File: src/rtl/result_consumer_pkg.sv
// Shared encodings and widths for the result consumer and its statistics datapath.
package result_consumer_pkg;

  localparam int DATA_W  = 16;
  localparam int COUNT_W = 8;
  localparam int SUM_W   = 24;

  localparam logic [DATA_W-1:0]  MIN_RESET = 16'hFFFF;
  localparam logic [COUNT_W-1:0] COUNT_MAX = '1;

  typedef enum logic [1:0] {
    S_IDLE      = 2'd0,
    S_DELAY     = 2'd1,
    S_WAIT_HIGH = 2'd2
  } state_t;

endpackage

File: src/rtl/result_consumer_stats.sv
// Running statistics over captured data: saturating count, sum, unsigned min/max, sticky sat.
// Results are registered and visible the cycle after capture; a clear on a capture edge restarts from that datum.
module result_stats
  import result_consumer_pkg::*;
(
  input  logic               clock,
  input  logic               reset_,
  input  logic [DATA_W-1:0]  datum,
  input  logic               capture,
  input  logic               clear,
  output logic [COUNT_W-1:0] count,
  output logic [SUM_W-1:0]   sum,
  output logic [DATA_W-1:0]  minimum,
  output logic [DATA_W-1:0]  maximum,
  output logic               sat
);

  always_ff @(posedge clock or negedge reset_) begin
    if (!reset_) begin
      count   <= '0;
      sum     <= '0;
      minimum <= MIN_RESET;
      maximum <= '0;
      sat     <= 1'b0;
    end else if (capture && clear) begin
      count   <= COUNT_W'(1);
      sum     <= SUM_W'(datum);
      minimum <= datum;
      maximum <= datum;
      sat     <= 1'b0;
    end else if (clear) begin
      count   <= '0;
      sum     <= '0;
      minimum <= MIN_RESET;
      maximum <= '0;
      sat     <= 1'b0;
    end else if (capture) begin
      // Count and sum freeze once saturated; 255 * 16'hFFFF still fits in 24 bits.
      if (count != COUNT_MAX) begin
        count <= count + COUNT_W'(1);
        sum   <= sum + SUM_W'(datum);
      end
      if (count == COUNT_MAX - COUNT_W'(1)) sat <= 1'b1;
      if (datum < minimum) minimum <= datum;
      if (datum > maximum) maximum <= datum;
    end
  end

endmodule

File: src/rtl/result_consumer.sv
// Consumes data from an active-low dav_ producer, holding rfd high for 'delay' extra edges after capture.
// rfd then drops until dav_ returns high; statistics are kept by result_stats.
module result_consumer
  import result_consumer_pkg::*;
#(
  parameter int DELAY_W = 4
) (
  input  logic               clock,
  input  logic               reset_,
  input  logic               dav_,
  input  logic [DATA_W-1:0]  result,
  output logic               rfd,
  input  logic [DELAY_W-1:0] delay,
  input  logic               clear,
  output logic [DATA_W-1:0]  last,
  output logic [COUNT_W-1:0] count,
  output logic [SUM_W-1:0]   sum,
  output logic [DATA_W-1:0]  minimum,
  output logic [DATA_W-1:0]  maximum,
  output logic               sat
);

  state_t             state;
  logic [DELAY_W-1:0] dly_cnt;
  logic               capture;

  // Only the first low sample in S_IDLE captures; later result changes are ignored.
  assign capture = (state == S_IDLE) && !dav_;

  always_ff @(posedge clock or negedge reset_) begin
    if (!reset_) begin
      state   <= S_IDLE;
      rfd     <= 1'b1;
      dly_cnt <= '0;
      last    <= '0;
    end else begin
      case (state)
        S_IDLE: begin
          rfd <= 1'b1;
          if (!dav_) begin
            last    <= result;
            dly_cnt <= delay;
            state   <= S_DELAY;
          end
        end
        S_DELAY: begin
          // dav_ is not looked at here, so an early release still yields an rfd low pulse.
          if (dly_cnt == '0) begin
            rfd   <= 1'b0;
            state <= S_WAIT_HIGH;
          end else begin
            dly_cnt <= dly_cnt - DELAY_W'(1);
          end
        end
        S_WAIT_HIGH: begin
          if (dav_) begin
            rfd   <= 1'b1;
            state <= S_IDLE;
          end
        end
        default: begin
          rfd   <= 1'b1;
          state <= S_IDLE;
        end
      endcase
    end
  end

  result_stats u_stats (
    .clock   (clock),
    .reset_  (reset_),
    .datum   (result),
    .capture (capture),
    .clear   (clear),
    .count   (count),
    .sum     (sum),
    .minimum (minimum),
    .maximum (maximum),
    .sat     (sat)
  );

endmodule

File: config.mk
export PLATFORM = sky130hd
export DESIGN_NAME = result_consumer
export DESIGN_NICKNAME = d
export VERILOG_FILES = /design/src/rtl/result_consumer_pkg.sv /design/src/rtl/result_consumer_stats.sv /design/src/rtl/result_consumer.sv
export SDC_FILE = /design/constraint.sdc
export NUM_CORES = 1
export LEC_CHECK = 0
export CAP_MARGIN = 40
export CELL_PAD_IN_SITES_DETAIL_PLACEMENT = 1
export CELL_PAD_IN_SITES_GLOBAL_PLACEMENT = 1
export CORE_MARGIN = 1.5
export CORE_UTILIZATION = 40
export DETAILED_ROUTE_END_ITERATION = 7
export MAX_ROUTING_LAYER = met4
export PLACE_DENSITY_LB_ADDON = 0.1
export SLEW_MARGIN = 20
export SYNTH_ARGS = -nofsm -noshare
export SYNTH_HDL_FRONTEND = slang
export SYNTH_SLANG_ARGS = --single-unit
File: constraint.sdc
create_clock -name clock -period 5.3 [get_ports clock]
set_input_delay 1.06 -clock clock [delete_from_list [all_inputs] [get_ports clock]]
set_output_delay 1.06 -clock clock [all_outputs]
set_load 0.03 [all_outputs]
==> summary.md <==
| Metric | Value |
|---|---|
| Post-CTS setup buffer count | 0 |
| Sequential cell area fraction in the yosys report | 0.390 |
| # rows | 43 |
| Critical-path top delay cell | clkdlybuf4s50_1 |
| Final net count | around 810 |
| Max Clock Skew | 0.00659 ns |
| Top delay family on crit path | compound AO/OA/AOI/OAI gates |
| RePlAce Congestion | approximately 0.86 |
| Worst-Skew Late Latency | around 0.35 ns |
| Reg2reg setup slack | approximately 2.6 ns |
| CTS tree | yes |
| Crit path DAT | 3.91 ns |
| Static leakage | approximately 0.0031 µW |
| Worst r2r src | u_stats.sum[0] |
| Area delta synth->final | 26.2% |
| WL per Instance | between 15 and 20 µm |
| HPWL after DPL | between 10000 and 15000 µm |
| Async set or reset register ratio after synthesis | 1.00 |
| Die H | between 100 and 150 µm |
| Bufs and invs on worst path | 1 |
| Vias in the first global route | between 5k and 6k |
| Final min period | 3.67 ns |
| Worst setup margin | 1.63 ns |
| GR Util All Layers | 0.262 |
| EDFF count, synth | 0 |
| VDD IR max | 0.000268 V |
| Crit-path most repeated cell | a211oi_1 |
| First drt pass iteration count | 4 |
| Drc violations | 0 |
| Antenna fix cells | 0 |
| Die Width | between 100 and 150 µm |
| Final setup fails | 0 |
| Worst slew pin tran | between 0.7 and 0.8 ns |
| H-tree levels | 3 |
| Initial antenna violation count | 0 |
| Synthesized area per cell | just under 9 µm² |
| Via/cell ratio | 5.85 |
| Max_slew headroom | 0.531 |
| CTS clk-pin slew, worst paths | 0.07 ns |
| # fillers | around 1.6k |
| Largest net degree at the start of global routing | 61 |
| Unique masters post-synth | 50 |
| # clock sinks | between 80 and 90 |
| Leading area contributor after synthesis | dfrtp_1 |
| Syn nets | between 700 and 800 |
| Yosys reg bits | 88 |
| Hold Fails Final Rpt | 0 |
| Setup CP Type | input pin to flip-flop |
| Crit path required time | around 5.5 ns |
| Worst reg2reg path depth | 8 |
| Final Max Slew Viols | 0 |
| CTS resizes | 0 |
| HP Class | flip-flop to flip-flop |
| Synth area leaders | dfrtp_1, ha_1, dfstp_2 |
| Hold Path Cell Cnt | 2 |
| GRT Residual Overflow | 0 |
| Main flop type after synthesis | dfrtp_1 |
| Hold Crit Start | last[7] |
| DRT Wirelength | about 18000 µm |
| Setup TNS Final | 0 ns |
| Status | complete, no violations |
| Crit path cell chain | clkdlybuf4s50_1 -> ha_1 -> fa_1 -> a211oi_1 -> o21a_1 -> o22ai_1 -> o21ai_0 -> a211oi_1 -> mux2_2 |
| Initial Util | 0.411 |
| P per Cell Area | just over 500 mW/mm² |
| Core Area | ~0.014 mm² |
| Crit-path max FO | 7 |
| Pre-CTS setup slack | 1.32 ns |
| Initial DRC Count | ~330 |
| CTS Buffer Depth | 2 |
| TritonCTS buffer count | 9 |
| Hold path endpoint | last[7] |
| Yosys warning count | 0 |
| First-pass GRT wire length | 29400 µm |
| Post-Syn Area | about 0.0057 mm² |
| Via count | about 5.4k |
| CTS Root Cell | clkbuf_16 |
| Routed Antenna Nets | 0 |
| Boundary Pins | about 110 |
| Commonest non-fill, non-tap cell in the layout | clkdlybuf4s50_1 |
| I/O Buffers | between 100 and 150 |
| Die footprint | 0.0150 mm² |
| Setup crit start kind | input pin |
| Post-synth top area share | 0.312 |
| Final worst-path cycle share | 0.693 |
| Post-CTS Hold Buffers | 0 |
| Fmax | around 270 MHz |
| Share of layout cells above drive strength 1 | 0.0802 |
| RSZ-0062 raised after global routing | false |
| Commonest non-fill, non-tap cells in the layout | clkdlybuf4s50_1, nand2_1, dfrtp_1 |
| Crit-path max cell delay | about 0.54 ns |
| CP endpoint kind | flip-flop |
| Total power | ~3700 µW |
| Mapped Cells | 641 |
| Crit Reg-Reg Endpoint | u_stats.sum[20] |
| Number of max-cap violations | 0 |
## tightest hold or removal path: stages (launching register included)
cell and delay, ns:
dfrtp_1 0.34, nand2_1 0.05, nand2_1 0.05
## logic make-up after synthesis
group / synth area share
AND/OR/NAND/NOR: 0.180
AO/OA/AOI/OAI: 0.220
flip-flops: 0.390
buffers and inverters: 0.0529
adder cells (fa/ha/maj): 0.113
XOR/XNOR: 0.0307
multiplexers: 0.0132
## worst max-delay path by stage
stage / startpoint / end / slack, ns / cells past startpoint
finish: result[0] / u_stats.sum[20] / 1.63 / 9
global route: result[1] / u_stats.maximum[0] / 1.49 / 8
CTS: result[1] / u_stats.maximum[15] / 1.68 / 8
detailed placement: result[1] / u_stats.maximum[15] / 1.32 / 8
global placement: result[12] / u_stats.maximum[0] / 1.36 / 8
floorplan: result[0] / u_stats.sum[18] / 2.24 / 8
## per-layer routing
metal | vias to the layer above | part of all wire | global-route usage
met5 | - | 0 | -
met4 | 0 | 0.022 | 0.0901
met3 | 31 | 0.046 | 0.0390
met2 | 130 | 0.49 | 0.435
met1 | 2690 | 0.44 | 0.326
li1 | 2505 | - | -
## state kept, by name, indices dropped and copies added, names as in the netlist
name	cells
u_stats.count	8
rfd	1
u_stats.sum	24
state	2
u_stats.maximum	16
dly_cnt	4
last	16
u_stats.sat	1
u_stats.minimum	16
## where the power goes
part | switching, µW | internal (µW)
Sequential | 184 | 908
Combinational | 1160 | 760
Clock | 305 | 371
## synth_stat cells, types with 7 or more instances
cell / number
nand2_1: 81
dfrtp_1: 71
ha_1: 50
o21ai_0: 43
a21oi_1: 39
nand3_1: 39
inv_1: 37
nor2_1: 34
clkbuf_1: 27
o211ai_1: 25
or3_1: 19
dfstp_2: 17
o31a_1: 15
nand4_1: 14
a211oi_1: 11
xnor2_1: 11
a22o_1: 10
xor2_1: 9
a21o_1: 8
and3_1: 7
## per-stage QoR
step                hold WS (ns)   util  cells  instance area, µm²
finish                     0.479  0.519    916                7200
global route               0.512  0.519    916                7200
CTS                        0.483  0.517    915                7180
detailed placement         0.465  0.495    899                6880
global placement           0.461  0.495    898                6870
floorplan                  0.513      -    641                5700
## cell type report
cell class / instances / area [µm²] / area share
multi-input cells: 481 / 3180 / 0.442
clock buffers: 9 / 225 / 0.0313
repair buffers: 114 / 1120 / 0.156
clock inverters: 7 / 77.6 / 0.0108
flip-flops and latches: 88 / 2220 / 0.309
well taps: 180 / 225 / 0.0313
inverters: 37 / 139 / 0.0193
Power figures use the tool's default switching activity.
